===== src/rtl/instr_fetch_unit_if.sv =====
// Fetch-unit bus bundle: instruction-memory request/response channel, decode handoff
// and control-unit redirect. The fetch unit is the master, memory/decode/control the slave.
interface instr_fetch_unit_if #(
  parameter int DATA_WIDTH = 32,
  parameter int ADDR_WIDTH = 32
);
  logic                  ImemReqValid_o;
  logic                  ImemReqReady_i;
  logic [ADDR_WIDTH-1:0] ImemAddr_o;
  logic                  ImemRspValid_i;
  logic [DATA_WIDTH-1:0] ImemRspData_i;
  logic [DATA_WIDTH-1:0] Instr_o;
  logic [ADDR_WIDTH-1:0] PC_o;
  logic                  InstrValid_o;
  logic                  InstrReady_i;
  logic                  Redirect_i;
  logic [ADDR_WIDTH-1:0] RedirectPC_i;
  logic                  Misalign_o;

  modport master (
    output ImemReqValid_o, ImemAddr_o, Instr_o, PC_o, InstrValid_o, Misalign_o,
    input  ImemReqReady_i, ImemRspValid_i, ImemRspData_i, InstrReady_i,
    input  Redirect_i, RedirectPC_i
  );

  modport slave (
    input  ImemReqValid_o, ImemAddr_o, Instr_o, PC_o, InstrValid_o, Misalign_o,
    output ImemReqReady_i, ImemRspValid_i, ImemRspData_i, InstrReady_i,
    output Redirect_i, RedirectPC_i
  );
endinterface


===== src/rtl/instr_fetch_unit.sv =====
// Instruction fetch unit: sequential PC generation, in-order memory requests, small
// PC/word queue towards decode, redirect with stale-response discard.
// Optional macro FETCH_ALIGN_CHECK_EN: word-align redirect targets and pulse Misalign_o.
module instr_fetch_unit #(
  parameter int                    DATA_WIDTH = 32,
  parameter int                    ADDR_WIDTH = 32,
  parameter logic [ADDR_WIDTH-1:0] RESET_PC   = 32'h0000_0000,
  parameter int                    DEPTH      = 4
) (
  input  logic               clk,
  input  logic               rst,
  instr_fetch_unit_if.master bus
);

  localparam int PTR_W = $clog2(DEPTH);
  localparam int CNT_W = PTR_W + 1;
  localparam logic [DATA_WIDTH-1:0] NOP = DATA_WIDTH'(32'h0000_0013);

  typedef enum logic [1:0] {
    BOOT,
    RUN,
    DRAIN
  } state_t;

  state_t                state_reg;
  logic [ADDR_WIDTH-1:0] fetch_pc_reg;
  logic [PTR_W-1:0]      head_ptr_reg;
  logic [PTR_W-1:0]      tail_ptr_reg;
  logic [PTR_W-1:0]      fill_ptr_reg;
  logic [CNT_W-1:0]      count_reg;
  logic [CNT_W-1:0]      outstanding_reg;
  logic [CNT_W-1:0]      discard_reg;

  logic [ADDR_WIDTH-1:0] pc_q     [DEPTH];
  logic [DATA_WIDTH-1:0] data_q   [DEPTH];
  logic [DEPTH-1:0]      filled_q;

  logic [CNT_W-1:0]      alloc;
  logic [CNT_W-1:0]      outstanding_after;
  logic [CNT_W-1:0]      discard_next;
  logic                  req_valid;
  logic                  accept;
  logic                  rsp_ok;
  logic                  rsp_fill;
  logic                  rsp_drop;
  logic                  instr_valid;
  logic                  pop;
  logic [ADDR_WIDTH-1:0] redirect_pc;

  // Discarded in-flight words still hold a slot in the budget until they return,
  // so alloc counts queue entries plus pending discards.
  assign alloc             = count_reg + discard_reg;
  assign req_valid         = (state_reg != BOOT) && !bus.Redirect_i && (alloc < CNT_W'(DEPTH));
  assign accept            = req_valid && bus.ImemReqReady_i;
  assign rsp_ok            = bus.ImemRspValid_i && (outstanding_reg != '0);
  assign rsp_drop          = rsp_ok && (discard_reg != '0);
  assign rsp_fill          = rsp_ok && (discard_reg == '0);
  assign instr_valid       = filled_q[head_ptr_reg];
  assign pop               = instr_valid && bus.InstrReady_i;
  assign outstanding_after = outstanding_reg - CNT_W'(rsp_ok);
  assign discard_next      = discard_reg - CNT_W'(rsp_drop);

`ifdef FETCH_ALIGN_CHECK_EN
  logic misalign_reg;
  assign redirect_pc    = {bus.RedirectPC_i[ADDR_WIDTH-1:2], 2'b00};
  assign bus.Misalign_o = misalign_reg;
`else
  assign redirect_pc    = bus.RedirectPC_i;
  assign bus.Misalign_o = 1'b0;
`endif

  assign bus.ImemReqValid_o = req_valid;
  assign bus.ImemAddr_o     = fetch_pc_reg;
  assign bus.InstrValid_o   = instr_valid;
  assign bus.Instr_o        = data_q[head_ptr_reg];
  assign bus.PC_o           = pc_q[head_ptr_reg];

  always_ff @(posedge clk) begin
    if (rst) begin
      state_reg       <= BOOT;
      fetch_pc_reg    <= RESET_PC;
      head_ptr_reg    <= '0;
      tail_ptr_reg    <= '0;
      fill_ptr_reg    <= '0;
      count_reg       <= '0;
      outstanding_reg <= '0;
      discard_reg     <= '0;
`ifdef FETCH_ALIGN_CHECK_EN
      misalign_reg    <= 1'b0;
`endif
    end else begin
      outstanding_reg <= outstanding_reg + CNT_W'(accept) - CNT_W'(rsp_ok);
      if (bus.Redirect_i) begin
        // Everything queued is flushed; whatever is still in flight after this
        // cycle's response must be thrown away when it returns.
        fetch_pc_reg <= redirect_pc;
        head_ptr_reg <= '0;
        tail_ptr_reg <= '0;
        fill_ptr_reg <= '0;
        count_reg    <= '0;
        discard_reg  <= outstanding_after;
        state_reg    <= (outstanding_after != '0) ? DRAIN : RUN;
      end else begin
        if (accept) begin
          fetch_pc_reg <= fetch_pc_reg + ADDR_WIDTH'(4);
          tail_ptr_reg <= tail_ptr_reg + PTR_W'(1);
        end
        if (rsp_fill) begin
          fill_ptr_reg <= fill_ptr_reg + PTR_W'(1);
        end
        if (pop) begin
          head_ptr_reg <= head_ptr_reg + PTR_W'(1);
        end
        count_reg   <= count_reg + CNT_W'(accept) - CNT_W'(pop);
        discard_reg <= discard_next;
        case (state_reg)
          BOOT:    state_reg <= RUN;
          RUN:     state_reg <= RUN;
          DRAIN:   state_reg <= (discard_next == '0) ? RUN : DRAIN;
          default: state_reg <= BOOT;
        endcase
      end
`ifdef FETCH_ALIGN_CHECK_EN
      misalign_reg <= bus.Redirect_i && (bus.RedirectPC_i[1:0] != 2'b00);
`endif
    end
  end

  genvar gi;
  generate
    for (gi = 0; gi < DEPTH; gi++) begin : g_entry
      logic [ADDR_WIDTH-1:0] pc_reg;
      logic [DATA_WIDTH-1:0] data_reg;
      logic                  filled_reg;
      logic                  alloc_hit;
      logic                  fill_hit;
      logic                  pop_hit;

      assign alloc_hit = accept   && (tail_ptr_reg == PTR_W'(gi));
      assign fill_hit  = rsp_fill && (fill_ptr_reg == PTR_W'(gi));
      assign pop_hit   = pop      && (head_ptr_reg == PTR_W'(gi));

      // Entries reset to NOP at RESET_PC so the decode outputs show a benign
      // instruction while nothing has been fetched yet.
      always_ff @(posedge clk) begin
        if (rst) begin
          pc_reg     <= RESET_PC;
          data_reg   <= NOP;
          filled_reg <= 1'b0;
        end else begin
          if (alloc_hit) begin
            pc_reg <= fetch_pc_reg;
          end
          if (fill_hit) begin
            data_reg <= bus.ImemRspData_i;
          end
          if (bus.Redirect_i) begin
            filled_reg <= 1'b0;
          end else if (fill_hit) begin
            filled_reg <= 1'b1;
          end else if (pop_hit) begin
            filled_reg <= 1'b0;
          end
        end
      end

      assign pc_q[gi]     = pc_reg;
      assign data_q[gi]   = data_reg;
      assign filled_q[gi] = filled_reg;
    end
  endgenerate

  // A response with nothing outstanding is ignored by the logic above.
  a_no_orphan_rsp: assert property (@(posedge clk) disable iff (rst)
    !(bus.ImemRspValid_i && (outstanding_reg == '0)));

endmodule


===== src/flat_wrapper.sv =====
// flat-port wrapper written by rule: the top's interface ports become plain ports
module instr_fetch_unit_flat 
#(
  parameter int                    DATA_WIDTH = 32,
  parameter int                    ADDR_WIDTH = 32,
  parameter logic [ADDR_WIDTH-1:0] RESET_PC   = 32'h0000_0000,
  parameter int                    DEPTH      = 4
)
  (clk, rst, bus_ImemReqValid_o, bus_ImemAddr_o, bus_Instr_o, bus_PC_o, bus_InstrValid_o, bus_Misalign_o, bus_ImemReqReady_i, bus_ImemRspValid_i, bus_ImemRspData_i, bus_InstrReady_i, bus_Redirect_i, bus_RedirectPC_i);
  instr_fetch_unit_if #(.DATA_WIDTH(DATA_WIDTH), .ADDR_WIDTH(ADDR_WIDTH)) bus_i ();
  input  logic clk;
  input  logic rst;
  output wire logic [$bits(bus_i.ImemReqValid_o)-1:0] bus_ImemReqValid_o;
  output wire logic [$bits(bus_i.ImemAddr_o)-1:0] bus_ImemAddr_o;
  output wire logic [$bits(bus_i.Instr_o)-1:0] bus_Instr_o;
  output wire logic [$bits(bus_i.PC_o)-1:0] bus_PC_o;
  output wire logic [$bits(bus_i.InstrValid_o)-1:0] bus_InstrValid_o;
  output wire logic [$bits(bus_i.Misalign_o)-1:0] bus_Misalign_o;
  input wire logic [$bits(bus_i.ImemReqReady_i)-1:0] bus_ImemReqReady_i;
  input wire logic [$bits(bus_i.ImemRspValid_i)-1:0] bus_ImemRspValid_i;
  input wire logic [$bits(bus_i.ImemRspData_i)-1:0] bus_ImemRspData_i;
  input wire logic [$bits(bus_i.InstrReady_i)-1:0] bus_InstrReady_i;
  input wire logic [$bits(bus_i.Redirect_i)-1:0] bus_Redirect_i;
  input wire logic [$bits(bus_i.RedirectPC_i)-1:0] bus_RedirectPC_i;
  assign bus_ImemReqValid_o = bus_i.ImemReqValid_o;
  assign bus_ImemAddr_o = bus_i.ImemAddr_o;
  assign bus_Instr_o = bus_i.Instr_o;
  assign bus_PC_o = bus_i.PC_o;
  assign bus_InstrValid_o = bus_i.InstrValid_o;
  assign bus_Misalign_o = bus_i.Misalign_o;
  assign bus_i.ImemReqReady_i = bus_ImemReqReady_i;
  assign bus_i.ImemRspValid_i = bus_ImemRspValid_i;
  assign bus_i.ImemRspData_i = bus_ImemRspData_i;
  assign bus_i.InstrReady_i = bus_InstrReady_i;
  assign bus_i.Redirect_i = bus_Redirect_i;
  assign bus_i.RedirectPC_i = bus_RedirectPC_i;
  instr_fetch_unit #(.DATA_WIDTH(DATA_WIDTH), .ADDR_WIDTH(ADDR_WIDTH), .RESET_PC(RESET_PC), .DEPTH(DEPTH)) u_core (.clk(clk), .rst(rst), .bus(bus_i));
endmodule

===== config.mk =====
export PLATFORM = sky130hd
export DESIGN_NAME = instr_fetch_unit_flat
export DESIGN_NICKNAME = d
export VERILOG_FILES = /design/src/rtl/instr_fetch_unit_if.sv /design/src/rtl/instr_fetch_unit.sv /design/src/flat_wrapper.sv
export SDC_FILE = /design/constraint.sdc
export NUM_CORES = 1
export LEC_CHECK = 0
export CORE_MARGIN = 2
export CORE_UTILIZATION = 29
export DETAILED_ROUTE_END_ITERATION = 10
export GPL_TIMING_DRIVEN = 0
export REMOVE_ABC_BUFFERS = 1
export SYNTH_ARGS = -nofsm -noshare
export SYNTH_HDL_FRONTEND = slang
export SYNTH_SLANG_ARGS = --single-unit

===== constraint.sdc =====
create_clock -name clk -period 2.5 [get_ports clk]
set_input_delay 0.25 -clock clk [delete_from_list [all_inputs] [get_ports clk]]
set_output_delay 0.25 -clock clk [all_outputs]
set_load 0.05 [all_outputs]

==> results list <==
* Layout Skew: 0.0258 ns
- Worst skew pair latency: 0.54 ns
- The clock net in this run drives a total of between 300 and 400 sinks.
- Routability Congestion: 0.807
* Number of pins with negative max-slew slack in the final report: 0
- The worst-case IR drop observed on VDD is between 0.4 and 0.5 mV.
- Syn avg cell area: 8.44 µm²
- The routed design has 43100 µm of wire.
* Number of enable flip-flop cells after synthesis: 0
- Critical path fanouts, max: 11
* Largest net degree at the start of global routing: around 160
- Number of design-rule violations left by the first detailed-router iteration: 1006
- The floorplan has 79 rows.
- FF+latch count, synth: 309
* Count of boundary I/O pins: 169
* Critical Path End Type: flop
* Critical path, cell by cell: ha_4, a31oi_4, buf_12, xnor2_4, buf_8, nand2_8, clkinv_8, ha_1, inv_1, fa_2, xor2_2, xnor2_1, nor2_1
- Worst reg-to-reg path cell count: 13
- Core area: 46300 µm²
- Cells on Worst Hold Path: 2
* Launch point of the worst reg-to-reg path: u_core.count_reg[1]
- The final route contains 11900 vias.
* Count of input and output buffers: 167
* Ys async rst share: 0%
- Overflow left after global routing: 0
- Via count of the first global-routing pass: 11600
- For this run, the top clock speed supported by timing is 405 MHz.
* Chip width: 220 µm
* Setup repair after global routing missed its margin: yes
- Final hold analysis gives a worst-case slack of 0.275 ns.
- Commonest non-fill, non-tap cells in the layout: 547 x sky130_fd_sc_hd__nand2_1, 303 x sky130_fd_sc_hd__dfxtp_1, 259 x sky130_fd_sc_hd__a21oi_1, 99 x sky130_fd_sc_hd__clkdlybuf4s50_1, 65 x sky130_fd_sc_hd__mux4_2
* Slowest stage delay, CP: between 0.3 and 0.4 ns
* Kind of critical path: reg -> reg
* Number of antenna violations at the first check in global routing: 0
- The critical path crosses 13 cells after its start point.
- Global-route wire length before repair: 66200 µm
- After technology mapping, the gate count stands at roughly 1600.
- In this run, distinct cell masters in the synthesized netlist total 49.
* Cell type group with the largest total delay on the critical path: adder cells
- Summing every instance area after synthesis gives 13500 µm².
- Dividing total power by cell area gives a power density of around 750 nW/µm².
- Routed WL per cell: 18.5 µm
- The root buffer cell chosen for the clock tree is sky130_fd_sc_hd__clkbuf_16.
- The HPWL after detailed placement is 24800 µm.
* Chip Height: 220 µm
- The top cell type by area accounts for approximately 46% of the synthesized area.
- The most critical setup path has its startpoint at u_core.count_reg[1].
* Worst EP required: 2.89 ns
- Among all stages on the critical path, the largest delay is contributed by sky130_fd_sc_hd__dfxtp_4.
- The total count of hold-check failures in the final report came to 0.
* Count of hold-fix buffers inserted at cts: 0
* Buffers and inverters on the worst path: 4
- In the global route stage, overall resource usage came out at 17.7%.
- The area growth from synthesis to layout is 25.3%.
* Die Footprint: 48300 µm²
- R2r setup slk: ~0.029 ns
- For the worst setup path, the data arrival time is 2.86 ns.
* Leading cell types by total area after synthesis: sky130_fd_sc_hd__dfxtp_1 46%, sky130_fd_sc_hd__nand2_1 15%, sky130_fd_sc_hd__mux4_2 11%, sky130_fd_sc_hd__a21oi_1 9.6%, sky130_fd_sc_hd__clkbuf_1 2.7%
- At the end of the flow, the number of nets in the layout was 1791.
- Synth Warn #: 0
- Least-Margin Pin Slew: 0.907 ns
* CTS H-tree lvls: 2
* Via count normalized by instance count: 5.09
- Measured against its own limit, the worst slew margin works out to 39.5%.
- First-pass detailed-route iteration total: 5
* Main synth FF type: sky130_fd_sc_hd__dfxtp_1
- The worst setup path is launched from a flop.
- The path class of the tightest hold or removal check is in -> reg.
* Overall Power: 12.7 mW
* Share of layout cells above drive strength 1: 14.9%
* Initial Utilization: 29.2%
* Final number of setup-violating endpoints: 0
* Maximum count of clock buffers along a single path: 3
- Max-cap violations: 0
* Leakage component of the power: between 5 and 6 nW
- The endpoint identified for the worst register-to-register timing path is u_core.outstanding_reg[2].
* Cts bufs inserted: 35
* Run status: complete, no violations
- Endpoint of the most critical setup path: u_core.outstanding_reg[2]
* Cell type contributing the most total cell area after synthesis: sky130_fd_sc_hd__dfxtp_1
* Number of design rule violations left after detail routing: 0
- The detail route stage leaves a number of antenna-violating nets equal to 0.
- Most common library cell in the layout ignoring fill and taps: sky130_fd_sc_hd__nand2_1
- TritonCTS built the clock tree.
- Dividing the final minimum period by the clock period gives 98.9%.
- The worst path needs 2.47 ns of the cycle, external delays included.
- The repair_antennas step left the layout with diodes totalling 0.
- After clock tree synthesis, the clock-pin slew on the worst setup and hold paths is 0.06 ns.
* Register area share after synthesis: 45.8%
[how the worst min path moves through the flow]
stage	startpoint	endpoint	slack [ns]
2_1_floorplan	rst	u_core.outstanding_reg[1]	0.32
3_3_place_gp	u_core.g_entry[0].pc_reg[30]	u_core.g_entry[0].pc_reg[30]	0.44
3_5_place_dp	u_core.g_entry[2].data_reg[26]	u_core.g_entry[2].data_reg[26]	0.44
4_1_cts	rst	u_core.bus.ImemAddr_o[22]	0.26
5_1_grt	rst	u_core.bus.ImemAddr_o[0]	0.30
6_report	rst	u_core.bus.ImemAddr_o[1]	0.28
[logic make-up after synthesis]
group	Yosys count	synth area share [%]
other	1	0.0278
multiplexers	69	11.1
AO/OA/AOI/OAI	314	12.6
AND/OR/NAND/NOR	693	21.6
adder cells (fa/ha/maj)	24	2.33
XOR/XNOR	22	1.43
buffers and inverters	169	5.09
flip-flops	309	45.8
[where the power goes]
part | leakage [nW] | internal [mW] | total (mW) | switching (mW)
combinational | 2.69 | 0.808 | 2.33 | 1.52
clock | 0.546 | 2.96 | 5.04 | 2.08
sequential | 2.50 | 5.13 | 5.35 | 0.226
total | 5.74 | 8.90 | 12.7 | 3.82
[layer usage]
layer	GRT usage (%)	wire length [µm]	vias to the layer above
met5	0	0	-
met4	4.54	781	0
met1	23.3	18700	5705
met3	4.18	3650	66
li1	-	-	5594
met2	29.0	20000	488
[worst reg2reg max path: stages, from the launching register on]
cell                       delay [ns]
sky130_fd_sc_hd__dfxtp_4         0.36
sky130_fd_sc_hd__ha_4            0.25
sky130_fd_sc_hd__a31oi_4         0.20
sky130_fd_sc_hd__buf_12          0.15
sky130_fd_sc_hd__xnor2_4         0.13
sky130_fd_sc_hd__buf_8           0.15
sky130_fd_sc_hd__nand2_8         0.11
sky130_fd_sc_hd__clkinv_8        0.09
sky130_fd_sc_hd__ha_1            0.14
sky130_fd_sc_hd__inv_1           0.05
sky130_fd_sc_hd__fa_2            0.35
sky130_fd_sc_hd__xor2_2          0.16
sky130_fd_sc_hd__xnor2_1         0.16
sky130_fd_sc_hd__nor2_1          0.05
[cell usage after synthesis (2+ instances only)]
cell type and instances:
sky130_fd_sc_hd__o21a_1 2, sky130_fd_sc_hd__or3_1 9, sky130_fd_sc_hd__o311ai_0 3, sky130_fd_sc_hd__nand2_1 553, sky130_fd_sc_hd__nand4_4 2, sky130_fd_sc_hd__o211ai_1 13
sky130_fd_sc_hd__nand4_1 11, sky130_fd_sc_hd__nor2b_1 4, sky130_fd_sc_hd__or2_2 2, sky130_fd_sc_hd__clkbuf_1 96, sky130_fd_sc_hd__a21oi_1 259, sky130_fd_sc_hd__dfxtp_1 309
sky130_fd_sc_hd__o21ai_0 3, sky130_fd_sc_hd__buf_2 37, sky130_fd_sc_hd__fa_1 2, sky130_fd_sc_hd__a2bb2oi_1 2, sky130_fd_sc_hd__or4_1 6, sky130_fd_sc_hd__o311ai_1 2
sky130_fd_sc_hd__nand3_1 22, sky130_fd_sc_hd__buf_1 8, sky130_fd_sc_hd__inv_1 25, sky130_fd_sc_hd__a31oi_1 12, sky130_fd_sc_hd__nor3_1 7, sky130_fd_sc_hd__buf_4 2
sky130_fd_sc_hd__nor2_1 35, sky130_fd_sc_hd__ha_1 22, sky130_fd_sc_hd__and2_1 8, sky130_fd_sc_hd__and4_1 3, sky130_fd_sc_hd__xor2_1 6, sky130_fd_sc_hd__xnor2_1 16
sky130_fd_sc_hd__a211oi_1 12, sky130_fd_sc_hd__nor4_1 3, sky130_fd_sc_hd__a22oi_1 2, sky130_fd_sc_hd__and3_1 10, sky130_fd_sc_hd__nand3b_1 12, sky130_fd_sc_hd__mux4_2 65
sky130_fd_sc_hd__mux2i_1 4
[final cells by class]
cell class                      count  area, µm²
Clock buffer                       52       1030
Clock inverter                      9       90.1
Fill cell                        4701      29300
Inverter                           26        114
Multi-Input combinational cell   1123       6810
Sequential cell                   309       6200
Tap cell                          607        759
Timing Repair Buffer              202       1920
[what timing repair did]
action | CTS | global route
endpoints found under the setup margin | 332 | 234
gates resized for setup | 280 | 56
hold endpoints to repair | 0 | 0
pin swaps | 3 | 6
buffers inserted | 13 | 11
gates cloned | 3 | 0
[metrics by stage]
| stage | util, % | cell area (µm²) | worst slack, ns | std cells | setup TNS (ns) |
|---|---|---|---|---|---|
| after global placement | 33.2 | 15300 | -7.43 | 2232 | -2053.04 |
| after detailed placement | 33.7 | 15600 | -1.70 | 2240 | -175.04 |
| final | 36.6 | 16900 | 0.0286 | 2328 | 0 |
| after global routing | 36.6 | 16900 | -0.0718 | 2328 | -0.258 |
| after CTS | 36.5 | 16900 | -0.132 | 2317 | -8.67 |
| after floorplan | - | 12900 | -2.66 | 1458 | -137.57 |
Power figures use the tool's default switching activity.
